**config.mk**
```make
export PLATFORM = sky130hd
export DESIGN_NAME = ising_job_sequencer
export DESIGN_NICKNAME = d
export VERILOG_FILES = /design/src/rtl/ising_job_sequencer.sv
export SDC_FILE = /design/constraint.sdc
export NUM_CORES = 1
export LEC_CHECK = 0
export ABC_AREA = 1
export ABC_CLOCK_PERIOD_IN_PS = 14900
export BUFFER_PORTS_ARGS = -buffer_cell sky130_fd_sc_hd__buf_4
export CORE_ASPECT_RATIO = 2
export CORE_UTILIZATION = 56
export CTS_CLUSTER_DIAMETER = 200
export DETAILED_ROUTE_END_ITERATION = 8
export GPL_TIMING_DRIVEN = 0
export PLACE_DENSITY = 0.94
export REMOVE_ABC_BUFFERS = 1
export SLEW_MARGIN = 20
export SYNTH_ARGS = -nofsm -noshare
export SYNTH_HDL_FRONTEND = slang
export SYNTH_SLANG_ARGS = --single-unit
export TNS_END_PERCENT = 5
```
**constraint.sdc**
```tcl
create_clock -name clk -period 14.9 [get_ports clk]
set_input_delay 1.49 -clock clk [delete_from_list [all_inputs] [get_ports clk]]
set_output_delay 1.49 -clock clk [all_outputs]
set_load 0.02 [all_outputs]
```
**src/rtl/ising_job_sequencer.sv**
```systemverilog
// ising_job_sequencer: programs one ising_axi instance per anneal job and
// collects the N spin phases into phase_vec when the anneal time has elapsed.
// Ports: clk, axi_rst (async, active high)
//   job_start/job_abort/cfg_*  : job control and per-job configuration
//   w_valid/w_ready/w_idx/w_data/w_last : weight stream (valid/ready)
//   wr_en/wr_addr/wdata        : single-cycle register writes to ising_axi
//   arvalid_q/araddr_q/rdata   : phase readback, rdata[0] = phase
//   busy/done/phase_vec        : status and result
module ising_job_sequencer #(
  parameter int unsigned N                = 8,
  parameter int unsigned WIDX_W           = 32,
  parameter int unsigned ANNEAL_W         = 32,
  parameter int unsigned RD_LATENCY       = 1,
  parameter logic [31:0] START_ADDR       = 32'h0000_0000,
  parameter logic [31:0] CTR_CUTOFF_ADDR  = 32'h0000_0004,
  parameter logic [31:0] CTR_MAX_ADDR     = 32'h0000_0008,
  parameter logic [31:0] WEIGHT_ADDR_BASE = 32'h0000_1000,
  parameter logic [31:0] PHASE_ADDR_BASE  = 32'h0000_2000
) (
  input  logic                clk,
  input  logic                axi_rst,
  input  logic                job_start,
  input  logic                job_abort,
  input  logic [31:0]         cfg_cutoff,
  input  logic [31:0]         cfg_ctr_max,
  input  logic [ANNEAL_W-1:0] cfg_anneal,
  input  logic                w_valid,
  output logic                w_ready,
  input  logic [WIDX_W-1:0]   w_idx,
  input  logic [31:0]         w_data,
  input  logic                w_last,
  output logic                wr_en,
  output logic [31:0]         wr_addr,
  output logic [31:0]         wdata,
  output logic                arvalid_q,
  output logic [31:0]         araddr_q,
  input  logic [31:0]         rdata,
  output logic                busy,
  output logic                done,
  output logic [N-1:0]        phase_vec
);

  localparam int unsigned IDX_W =
    (N > 1) ? $clog2(N) : 1;
  localparam int unsigned LAT_W =
    (RD_LATENCY > 1) ? $clog2(RD_LATENCY) : 1;

  typedef enum logic [3:0] {
    IDLE,
    W_CUT,
    W_MAX,
    LOAD_W,
    W_START,
    ANNEAL,
    RD_REQ,
    RD_WAIT,
    FINISH
  } state_e;

  state_e              state_q, state_d;
  logic                wr_en_q, wr_en_d;
  logic [31:0]         wr_addr_q, wr_addr_d;
  logic [31:0]         wdata_q, wdata_d;
  logic                arvalid_d;
  logic [31:0]         araddr_d;
  logic                busy_q, busy_d;
  logic                done_q, done_d;
  logic                w_ready_q, w_ready_d;
  logic [N-1:0]        phase_q, phase_d;
  logic [N-1:0]        sh_q, sh_d;
  logic [31:0]         max_q, max_d;
  logic [ANNEAL_W-1:0] ann_q, ann_d;
  logic [ANNEAL_W-1:0] cnt_q, cnt_d;
  logic [IDX_W-1:0]    idx_q, idx_d;
  logic [LAT_W-1:0]    lat_q, lat_d;

  // Only the phase bit of each readback word matters.
  logic unused_rdata;
  assign unused_rdata = ^rdata[31:1];

  always_comb begin
    state_d   = state_q;
    wr_en_d   = 1'b0;
    wr_addr_d = wr_addr_q;
    wdata_d   = wdata_q;
    arvalid_d = 1'b0;
    araddr_d  = araddr_q;
    done_d    = 1'b0;
    phase_d   = phase_q;
    sh_d      = sh_q;
    max_d     = max_q;
    ann_d     = ann_q;
    cnt_d     = cnt_q;
    idx_d     = idx_q;
    lat_d     = lat_q;

    unique case (state_q)
      IDLE: begin
        if (job_start) begin
          state_d   = W_CUT;
          max_d     = cfg_ctr_max;
          ann_d     = cfg_anneal;
          wr_en_d   = 1'b1;
          wr_addr_d = CTR_CUTOFF_ADDR;
          wdata_d   = cfg_cutoff;
        end
      end
      W_CUT: begin
        state_d   = W_MAX;
        wr_en_d   = 1'b1;
        wr_addr_d = CTR_MAX_ADDR;
        wdata_d   = max_q;
      end
      W_MAX: begin
        state_d = LOAD_W;
      end
      LOAD_W: begin
        if (w_valid && w_ready_q) begin
          wr_en_d   = 1'b1;
          wr_addr_d = WEIGHT_ADDR_BASE + 32'(w_idx);
          wdata_d   = w_data;
          if (w_last) state_d = W_START;
        end
      end
      W_START: begin
        state_d   = ANNEAL;
        wr_en_d   = 1'b1;
        wr_addr_d = START_ADDR;
        wdata_d   = 32'h1;
        cnt_d     = ann_q;
      end
      ANNEAL: begin
        if (cnt_q == '0) begin
          state_d   = RD_REQ;
          idx_d     = '0;
          arvalid_d = 1'b1;
          araddr_d  = PHASE_ADDR_BASE;
        end else begin
          cnt_d = cnt_q - 1'b1;
        end
      end
      RD_REQ: begin
        state_d = RD_WAIT;
        lat_d   = LAT_W'(RD_LATENCY - 1);
      end
      RD_WAIT: begin
        if (lat_q != '0) begin
          lat_d = lat_q - 1'b1;
        end else begin
          sh_d[idx_q] = rdata[0];
          if (idx_q == IDX_W'(N - 1)) begin
            // Publish together with done.
            state_d = FINISH;
            done_d  = 1'b1;
            phase_d = sh_d;
          end else begin
            state_d   = RD_REQ;
            idx_d     = idx_q + 1'b1;
            arvalid_d = 1'b1;
            araddr_d  = PHASE_ADDR_BASE
                      + (32'(idx_d) << 2);
          end
        end
      end
      FINISH: begin
        state_d = IDLE;
      end
      default: begin
        state_d = IDLE;
      end
    endcase

    // Abort squashes anything not yet on the outputs,
    // including a pending START write.
    if (job_abort) begin
      state_d   = IDLE;
      wr_en_d   = 1'b0;
      arvalid_d = 1'b0;
      done_d    = 1'b0;
      phase_d   = phase_q;
    end

    busy_d    = (state_d != IDLE);
    w_ready_d = (state_d == LOAD_W);
  end

  always_ff @(posedge clk or posedge axi_rst) begin
    if (axi_rst) begin
      state_q   <= IDLE;
      wr_en_q   <= 1'b0;
      wr_addr_q <= '0;
      wdata_q   <= '0;
      arvalid_q <= 1'b0;
      araddr_q  <= '0;
      busy_q    <= 1'b0;
      done_q    <= 1'b0;
      w_ready_q <= 1'b0;
      phase_q   <= '0;
      sh_q      <= '0;
      max_q     <= '0;
      ann_q     <= '0;
      cnt_q     <= '0;
      idx_q     <= '0;
      lat_q     <= '0;
    end else begin
      state_q   <= state_d;
      wr_en_q   <= wr_en_d;
      wr_addr_q <= wr_addr_d;
      wdata_q   <= wdata_d;
      arvalid_q <= arvalid_d;
      araddr_q  <= araddr_d;
      busy_q    <= busy_d;
      done_q    <= done_d;
      w_ready_q <= w_ready_d;
      phase_q   <= phase_d;
      sh_q      <= sh_d;
      max_q     <= max_d;
      ann_q     <= ann_d;
      cnt_q     <= cnt_d;
      idx_q     <= idx_d;
      lat_q     <= lat_d;
    end
  end

  assign wr_en     = wr_en_q;
  assign wr_addr   = wr_addr_q;
  assign wdata     = wdata_q;
  assign busy      = busy_q;
  assign done      = done_q;
  assign w_ready   = w_ready_q;
  assign phase_vec = phase_q;

endmodule

```
==> flow_summary.json, run 1 <==
{
  "fin_area_mm2": 0.0123,
  "fin_crit_ns": 3.04,
  "hold_path.class": "flip-flop to flip-flop",
  "post_drt_wl_per_cell_um": 16.6,
  "p_total_mw": 1.74,
  "fin_cells": 1721,
  "synth_area_leaders": "dfrtp_1 48%, nand2_1 19%, nor2_1 4.4%, nand3_1 3.8%, inv_1 3.1%",
  "cts_buffers": 17,
  "end_kind": "flip-flop",
  "synth_area_per_cell_um2": 7.68,
  "htreeDepth": 4,
  "vias": 9551,
  "cts_tree": "yes",
  "place_hpwl_um": 20400,
  "finalCritPeriodShare_pct": 20.4,
  "cts_setup_buffers": 0,
  "gp_congestion": 0.947,
  "drt_iter0_drc": 519,
  "cts.sinks": 189,
  "grt_pass1_wl_um": 45900,
  "peakVddDrop_uv": 110,
  "die-height_um": 189,
  "synthCells": 1276,
  "wirelength_um": 28700,
  "port_buffers": 247,
  "tns_ns": 0,
  "drt_pass1_iterations": 5,
  "track_usage_pct": 33.3,
  "arrival_ns": 3.35,
  "synth_edf_count": 0,
  "yosysWarnings": 0,
  "ys.flop_type": "dfrtp_1",
  "gr-total-overflow": 0,
  "max_freq_mhz": 329,
  "cts_root_buffer": "clkbuf_16",
  "holdBufCountCts": 0,
  "synthMuxAreaShare_pct": 0,
  "postCtsResizedCells": 0,
  "syn_to_final_growth_pct": 25.4,
  "synthAdderAreaFrac_pct": 0.639,
  "fin_nets": 1701,
  "tightest_slew_ns": 0.899,
  "ys_ff_latch": 189,
  "worstPathMaxFanout": 55,
  "status": "finished, final reports clean",
  "worstSetupPathType": "flip-flop to flip-flop",
  "viasPerCell": 5.55,
  "post-place-ws_ns": 11.58,
  "die_area_mm2": 0.0181,
  "synth_top_family_by_area": "simple AND/OR/NAND/NOR gates",
  "grt_max_degree": 98,
  "maxSlewHeadroom_pct": 40.0,
  "synthXorXnorAreaFrac_pct": 0.894,
  "report.final.slew_viol_count": 0,
  "synth_top_area_cell": "dfrtp_1",
  "grt_pass1_vias": 9657,
  "synthSimpleGateAreaFrac_pct": 30.9,
  "hold_viol_final": 0,
  "fin_skew_ns": 0.0140,
  "fin_ws_ns": 11.86,
  "num_io_pins": 307,
  "async_flop_share_pct": 100,
  "synth_seq_area_share_pct": 48.3,
  "drive_gt1_share_pct": 22.4,
  "setup_viol": 0,
  "drtAntennaViolNets": 0,
  "insertion_delay_ns": 0.43,
  "fp.coreArea_mm2": 0.0172,
  "n_antenna_cell": 0,
  "worst_ep_required_time_ns": 15.21,
  "cts.clk_slew.worst_paths_ns": 0.07,
  "syn_area_mm2": 0.00980,
  "startpoint_type": "flip-flop",
  "synth_top_area_share_pct": 48.3,
  "antenna_found_initial": 0,
  "synth_compound_area_share_pct": 10.5,
  "route.detailed.drc": 0,
  "place_area_mm2": 0.0117,
  "rows": 68,
  "rsz0062_at_grt": "false",
  "synth_cell_type_count": 40,
  "place_inst": 1689,
  "p_leak_nw": 6.52,
  "dieWidth_um": 95.5,
  "drv_cap": 0,
  "initial_utilization_pct": 57.0,
  "powerDensity_mw_per_mm2": 142,
  "cts_buffer_depth": 2
}
worst paths after layout:
kind	start	end	slack, ns	cells past startpoint
max	state_q[2]$_DFF_PP0_	cnt_q[19]$_DFFE_PP0P_	11.86	9
min	ann_q[28]$_DFFE_PP0P_	ann_q[28]$_DFFE_PP0P_	0.47	2
max reg2reg	state_q[2]$_DFF_PP0_	cnt_q[19]$_DFFE_PP0P_	11.86	9
min reg2reg	ann_q[28]$_DFFE_PP0P_	ann_q[28]$_DFFE_PP0P_	0.47	2
max in group asynchronous	axi_rst	ann_q[17]$_DFFE_PP0P_	12.86	3
min in group asynchronous	axi_rst	ann_q[6]$_DFFE_PP0P_	1.13	2
placed cells by master, fill, tap and decap left out, drive strengths merged:
cell type / synthesis / final
nand2: 498 / 498
buf: 71 / 253
dfrtp: 189 / 189
nor2: 129 / 129
inv: 88 / 88
nand3: 74 / 74
o21ai: 72 / 72
a31oi: 33 / 33
conb: 1 / 28
a22oi: 23 / 23
clkbuf: 6 / 23
a21oi: 21 / 21
or2: 17 / 17
nor3: 13 / 13
a22o: 11 / 11
nand4: 7 / 7
xor2: 6 / 6
ha: 5 / 5
xnor2: 4 / 4
bufinv: 0 / 3
clkinvlp: 0 / 3
clkinv: 0 / 3
nand3b: 2 / 2
o211ai: 2 / 2
o22ai: 1 / 1
o31ai: 1 / 1
o221ai: 1 / 1
o21bai: 1 / 1
layout make-up:
cell class              instances  area (µm²)
fillers                      1290        4900
flip-flops and latches        189        4730
multi-input cells             949        4340
repair buffers                253        2000
clock buffers                  23         478
inverters                      88         343
well taps                     210         263
clock inverters                 9         135
synthesized netlist by cell type, types with 2 or more instances:
master and instances:
nand4_1 7, a31oi_1 33, buf_12 2, nor3_1 12
inv_1 80, nand3b_1 2, buf_2 28, o21ai_2 7
a22o_1 11, buf_6 6, or2_2 15, buf_4 31
buf_1 4, nand2_1 493, nor2_1 116, a21oi_1 21
o21ai_0 59, clkbuf_1 6, a22oi_1 23, nor2_2 10
xnor2_1 4, inv_2 7, dfrtp_1 189, ha_1 5
xor2_1 6, or2_1 2, nor2_4 3, o21ai_1 5
o211ai_1 2, nand2_2 4, nand3_1 74
report_power, final:
part | switching [mW] | internal (mW)
clock | 0.198 | 0.278
sequential | 0.0684 | 0.621
combinational | 0.356 | 0.218
total | 0.623 | 1.12
registers in the layout, summed over array words and instances (netlist names):
signal	cells
idx_q	2
wr_en	1
arvalid_q	1
wdata	32
cnt_q	32
state_q	4
ann_q	32
max_q	32
phase_vec	8
araddr_q	2
sh_q	8
wr_addr	32
busy	1
w_ready	1
done	1
stage by stage:
step,hold slack [ns],util [%]
after floorplan,0.434,-
after detailed placement,0.456,67.9
final,0.469,71.5
after CTS,0.474,71.5
after global routing,0.481,71.5
after global placement,0.450,66.9
cells by family after synthesis:
kind of cell             after synthesis
AND/OR/NAND/NOR                      740
flip-flops                           189
AO/OA/AOI/OAI                        166
buffers and inverters                165
XOR/XNOR                              10
adder cells (fa/ha/maj)                5
other                                  1
critical path, stage by stage, from the launching register on:
cell and delay [ns]:
dfrtp_1 0.42, inv_1 0.07, nor2_2 0.15, nand2_1 0.40
inv_2 0.83, o21ai_4 0.16, nand2_4 0.48, inv_6 0.19
nand2_1 0.12, nand2_1 0.07
layer usage:
layer  up-vias  wire length [µm]  part of all wire [%]  global-route usage, %
li1       4470                 -                     -                      -
met2       487             14800                    52                   58.0
met5         -                 0                     0                      0
met3       132              2130                   7.4                   7.11
met1      4462              9940                    35                   35.9
met4         0              1800                   6.3                   20.1
Power figures use the tool's default switching activity.
==> run 2, diff against run 1 <==
--- a/config.mk
+++ b/config.mk
@@ -6,14 +6,14 @@
 export NUM_CORES = 1
 export LEC_CHECK = 0
 export ABC_AREA = 1
-export ABC_CLOCK_PERIOD_IN_PS = 14900
+export ABC_CLOCK_PERIOD_IN_PS = 3200
 export BUFFER_PORTS_ARGS = -buffer_cell sky130_fd_sc_hd__buf_4
 export CORE_ASPECT_RATIO = 2
-export CORE_UTILIZATION = 56
+export CORE_UTILIZATION = 52
 export CTS_CLUSTER_DIAMETER = 200
 export DETAILED_ROUTE_END_ITERATION = 8
 export GPL_TIMING_DRIVEN = 0
-export PLACE_DENSITY = 0.94
+export PLACE_DENSITY = 0.89
 export REMOVE_ABC_BUFFERS = 1
 export SLEW_MARGIN = 20
 export SYNTH_ARGS = -nofsm -noshare
==> constraint.sdc (replaced) <==
create_clock -name clk -period 3.2 [get_ports clk]
set_input_delay 0.32 -clock clk [delete_from_list [all_inputs] [get_ports clk]]
set_output_delay 0.32 -clock clk [all_outputs]
set_load 0.02 [all_outputs]
==> run 2 against run 1 <==
Non-clock buffer count up 1; first-iteration DRC count decreased by 8.1%; clock skew about the same; largest cell class unchanged; routed wire length down 1.5%; via count fell by 1.6%; largest power group unchanged; maximum frequency grew 4.0%; clock power increased to 4.9 times the previous value; sequential power rose to 4.6 times the previous value; design area up 0.14%; critical path type unchanged.
==> flow_summary.json, run 2 (synthesis results as in run 1) <==
{
  "die_area_mm2": 0.0194,
  "final_cell_mix": "492 x nand2_1, 247 x buf_4, 189 x dfrtp_1, 115 x nor2_1, 77 x inv_1",
  "switching_share_pct": 35.7,
  "num_io_pins": 307,
  "multi_input_area_mm2": 0.00433,
  "worst_r2r_path_depth": 9,
  "drv_cap": 0,
  "max_freq_mhz": 342,
  "drtAntennaViolNets": 0,
  "layout_commonest_cell": "nand2_1",
  "grt_pass1_wl_um": 45300,
  "fillCellCount": 1460,
  "maxSlewHeadroom_pct": 28.8,
  "cts.sinks": 189,
  "hold_slack_ns": 0.0652,
  "fin_skew_ns": 0.0140,
  "cts_buffers": 17,
  "status": "finished, final reports clean",
  "drt_pass1_iterations": 5,
  "min_path_cells": 3,
  "ff_latch_area_mm2": 0.00473,
  "clkPwrFrac_pct": 28.4,
  "die-height_um": 196,
  "cts.clk_slew.worst_paths_ns": 0.08,
  "gr-total-overflow": 0,
  "wirelength_um": 28200,
  "drt_iter0_drc": 477,
  "timing.reg2reg.setup_slack_ns": 0.28,
  "cts_root_buffer": "clkbuf_16",
  "cts_setup_buffers": 0,
  "tightest_slew_ns": 1.07,
  "end_kind": "flip-flop",
  "p_leak_nw": 6.54,
  "powerDensity_mw_per_mm2": 665,
  "cts_tree": "yes",
  "tns_ns": 0,
  "fin_cells": 1728,
  "worstHoldStart": "cfg_ctr_max[24]",
  "p_comb_share_pct": 32.6,
  "grt_max_degree": 105,
  "place_hpwl_um": 20400,
  "htreeDepth": 4,
  "p_int_mw": 5.26,
  "syn_to_final_growth_pct": 25.6,
  "rsz0062_at_grt": "false",
  "fp.coreArea_mm2": 0.0184,
  "track_usage_pct": 30.2,
  "hold_viol_final": 0,
  "vias": 9399,
  "fin_nets": 1702,
  "r2r-start": "state_q[2]$_DFF_PP0_",
  "gp_congestion": 0.967,
  "seqPwrFrac_pct": 39.0,
  "r2r-end": "cnt_q[28]$_DFFE_PP0P_",
  "dieWidth_um": 99.1,
  "antenna_found_initial": 0,
  "arrival_ns": 3.25,
  "setup_viol": 0,
  "worstSetupPathType": "flip-flop to flip-flop",
  "port_buffers": 247,
  "postCtsResizedCells": 0,
  "fin_crit_ns": 2.92,
  "worst_ep_required_time_ns": 3.52,
  "insertion_delay_ns": 0.45,
  "peakVddDrop_uv": 447,
  "route.detailed.drc": 0,
  "post_drt_wl_per_cell_um": 16.3,
  "finalCritPeriodShare_pct": 91.3,
  "hold_path.class": "input pin to flip-flop",
  "worstPathMaxFanout": 55,
  "initial_utilization_pct": 53.3,
  "report.final.slew_viol_count": 0,
  "cts_buffer_depth": 2,
  "startpoint_type": "flip-flop",
  "net-switching-power_mw": 2.92,
  "rows": 70,
  "grt_pass1_vias": 9539,
  "hold_end": "max_q[24]$_DFFE_PP0P_",
  "viasPerCell": 5.44,
  "worstSetupStartpoint": "state_q[2]$_DFF_PP0_",
  "place_inst": 1695,
  "drive_gt1_share_pct": 22.5,
  "n_antenna_cell": 0
}
[run 2: timing repair]
action | CTS | global route
hold buffers | 1 | 0
hold endpoints to repair | 44 | 0
endpoints found under the setup margin | 0 | 0
[run 2: power groups by stage]
stage	logic (mW)	registers (mW)	clock network, mW
2_1_floorplan	1.31	3.45	0
5_1_grt	2.93	3.25	2.43
4_1_cts	2.66	3.19	2.35
6_report	2.66	3.19	2.32
3_3_place_gp	2.52	3.21	0
3_5_place_dp	2.65	3.23	0
[run 2: worst max-delay path: stages (launching register included)]
cell,delay (ns)
dfrtp_1,0.42
inv_1,0.07
nor2_2,0.15
nand2_1,0.35
inv_2,0.80
o21ai_4,0.16
nand2_4,0.46
inv_6,0.19
nand2_1,0.12
nand2_1,0.06
[run 2: final cells by class]
class	instances	share of cell area (%)
tap	216	2.20
clock buffer	20	3.71
clock inverter	12	1.47
multi-input combinational	949	35.2
timing repair buffer	254	16.2
sequential	189	38.4
inverter	88	2.79
[run 2: layer usage]
layer	wire (µm)	global-route usage [%]
met1	9820	30.6
met2	14800	54.0
met3	1870	7.13
met4	1770	20.3
met5	0	0
[run 2: metrics by stage]
step,total power [mW],cell area (µm²),utilization (%),worst slack (ns)
6_report,8.18,12300,66.9,0.277
5_1_grt,8.61,12300,66.9,0.0219
4_1_cts,8.21,12300,66.9,0.283
3_5_place_dp,5.88,11700,63.4,0.330
2_1_floorplan,4.75,9380,-,-2.26
3_3_place_gp,5.73,11500,62.6,-4.94
[run 2: worst max path at each step]
stage,cells past startpoint,slack (ns),end
6_report,9,0.28,cnt_q[28]$_DFFE_PP0P_
5_1_grt,9,0.02,cnt_q[28]$_DFFE_PP0P_
4_1_cts,9,0.28,cnt_q[13]$_DFFE_PP0P_
3_5_place_dp,9,0.33,cnt_q[15]$_DFFE_PP0P_
3_3_place_gp,5,-4.94,wr_addr[2]$_DFFE_PP0P_
2_1_floorplan,1,-2.26,ann_q[0]$_DFFE_PP0P_
==> run 3, diff against run 2 <==
--- a/config.mk
+++ b/config.mk
@@ -8,7 +8,7 @@
 export ABC_AREA = 1
 export ABC_CLOCK_PERIOD_IN_PS = 3200
 export BUFFER_PORTS_ARGS = -buffer_cell sky130_fd_sc_hd__buf_4
-export CORE_ASPECT_RATIO = 2
+export CORE_ASPECT_RATIO = 1.75
 export CORE_UTILIZATION = 52
 export CTS_CLUSTER_DIAMETER = 200
 export DETAILED_ROUTE_END_ITERATION = 8
==> run 3 against run 2 <==
Utilization rose by 0.10 points; die area barely moved; non-clock buffer count did not move; design area rose by 0.72%; critical path type unchanged; critical endpoint is now cnt_q[26]$_DFFE_PP0P_; largest power group unchanged.
==> flow_summary.json, run 3 (synthesis results as in run 1) <==
{
  "status": "finished, final reports clean",
  "track_usage_pct": 30.0,
  "grt_pass1_vias": 9623,
  "maxSlewHeadroom_pct": 26.6,
  "dieWidth_um": 106,
  "worst_r2r_path_depth": 9,
  "cts_root_buffer": "clkbuf_16",
  "fp.coreArea_mm2": 0.0185,
  "powerDensity_mw_per_mm2": 672,
  "worstPathMaxFanout": 55,
  "drv_cap": 0,
  "fin_nets": 1702,
  "post_drt_wl_per_cell_um": 16.0,
  "n_antenna_cell": 0,
  "viasPerCell": 5.37,
  "hold_path.class": "input pin to flip-flop",
  "cts_buffers": 17,
  "arrival_ns": 3.29,
  "p_leak_nw": 6.56,
  "place_area_mm2": 0.0117,
  "num_io_pins": 307,
  "min_path_cells": 3,
  "fin_crit_ns": 2.97,
  "timing.reg2reg.setup_slack_ns": 0.23,
  "layout_commonest_cell": "nand2_1",
  "worstHoldStart": "cfg_ctr_max[14]",
  "grt_pass1_wl_um": 45500,
  "cts_buffer_depth": 2,
  "antenna_found_initial": 0,
  "peakVddDrop_uv": 438,
  "initial_utilization_pct": 53.0,
  "gr-total-overflow": 0,
  "r2r-end": "cnt_q[26]$_DFFE_PP0P_",
  "worst_ep_required_time_ns": 3.53,
  "syn_to_final_growth_pct": 26.5,
  "final_cell_mix": "492 x nand2_1, 247 x buf_4, 189 x dfrtp_1, 115 x nor2_1, 77 x inv_1",
  "tns_ns": 0,
  "vias": 9403,
  "postCtsResizedCells": 0,
  "cts.clk_slew.worst_paths_ns": 0.07,
  "worstSetupPathType": "flip-flop to flip-flop",
  "grt_max_degree": 98,
  "finalCritPeriodShare_pct": 92.8,
  "end_kind": "flip-flop",
  "report.final.slew_viol_count": 0,
  "port_buffers": 247,
  "drtAntennaViolNets": 0,
  "die_area_mm2": 0.0194,
  "cts_tree": "yes",
  "tightest_slew_ns": 1.10,
  "wirelength_um": 28000,
  "utilization_pct": 67.0,
  "route.detailed.drc": 0,
  "gp_congestion": 0.916,
  "hold_slack_ns": 0.0779,
  "die-height_um": 184,
  "r2r-start": "state_q[2]$_DFF_PP0_",
  "fin_area_mm2": 0.0124,
  "drive_gt1_share_pct": 22.5,
  "place_hpwl_um": 20000,
  "rows": 66,
  "insertion_delay_ns": 0.44,
  "setup_viol": 0,
  "hold_end": "max_q[14]$_DFFE_PP0P_",
  "fin_skew_ns": 0.00976,
  "drt_pass1_iterations": 7,
  "rsz0062_at_grt": "false",
  "htreeDepth": 4,
  "p_total_mw": 8.33,
  "cts.sinks": 189,
  "drt_iter0_drc": 507,
  "startpoint_type": "flip-flop",
  "hold_viol_final": 0,
  "max_freq_mhz": 337
}
## run 3: cell count changes in the layout (fill, tap and decap cells not counted)
cell / change
buf_16: +1
clkinvlp_4: +1
buf_8: -1
inv_6: -1
clkinv_2: -2
bufinv_16: +2
## run 3: repair_timing
| action | CTS | global route |
|---|---|---|
| hold buffers | 1 | 0 |
| hold endpoints to repair | 12 | 0 |
| buffers inserted | 0 | 0 |
## run 3: how the worst max path moves through the flow
| stage | start | endpoint | slack, ns | cells after the start |
|---|---|---|---|---|
| after floorplan | axi_rst | ann_q[0]$_DFFE_PP0P_ | -2.26 | 1 |
| after global placement | state_q[3]$_DFF_PP0_ | wr_addr[2]$_DFFE_PP0P_ | -4.83 | 5 |
| after detailed placement | state_q[2]$_DFF_PP0_ | cnt_q[26]$_DFFE_PP0P_ | 0.24 | 9 |
| after CTS | state_q[2]$_DFF_PP0_ | cnt_q[26]$_DFFE_PP0P_ | 0.25 | 9 |
| after global routing | state_q[2]$_DFF_PP0_ | cnt_q[29]$_DFFE_PP0P_ | 0.04 | 9 |
| final | state_q[2]$_DFF_PP0_ | cnt_q[26]$_DFFE_PP0P_ | 0.23 | 9 |
## run 3: cell type report
class                      instances  area, µm²
clock buffer                      20        457
clock inverter                    12        230
fill                            1497       6100
inverter                          88        343
multi-input combinational        949       4330
sequential                       189       4730
tap                              238        298
timing repair buffer             254       2010
## run 3: critical path: stages, from the launching register on
cell     delay, ns
dfrtp_1       0.41
inv_1         0.07
nor2_2        0.14
nand2_1       0.39
inv_2         0.81
o21ai_4       0.17
nand2_4       0.48
inv_6         0.19
nand2_1       0.11
nand2_1       0.06
## run 3: layer usage
metal	wire, µm	up-vias	track usage, %
met5	0	-	0
met4	1570	0	17.9
met3	1860	107	6.77
met2	14500	399	53.3
met1	10000	4418	32.3
li1	-	4479	-
## run 3: stage by stage
step | setup WS, ns | std cells
2_1_floorplan | -2.26 | 1226
3_3_place_gp | -4.83 | 1711
3_5_place_dp | 0.243 | 1717
4_1_cts | 0.249 | 1750
5_1_grt | 0.0395 | 1750
6_report | 0.230 | 1750
## run 3: power breakdown
group	switching (mW)	internal, mW
Clock	0.945	1.52
Combinational	1.65	1.01
Sequential	0.315	2.89
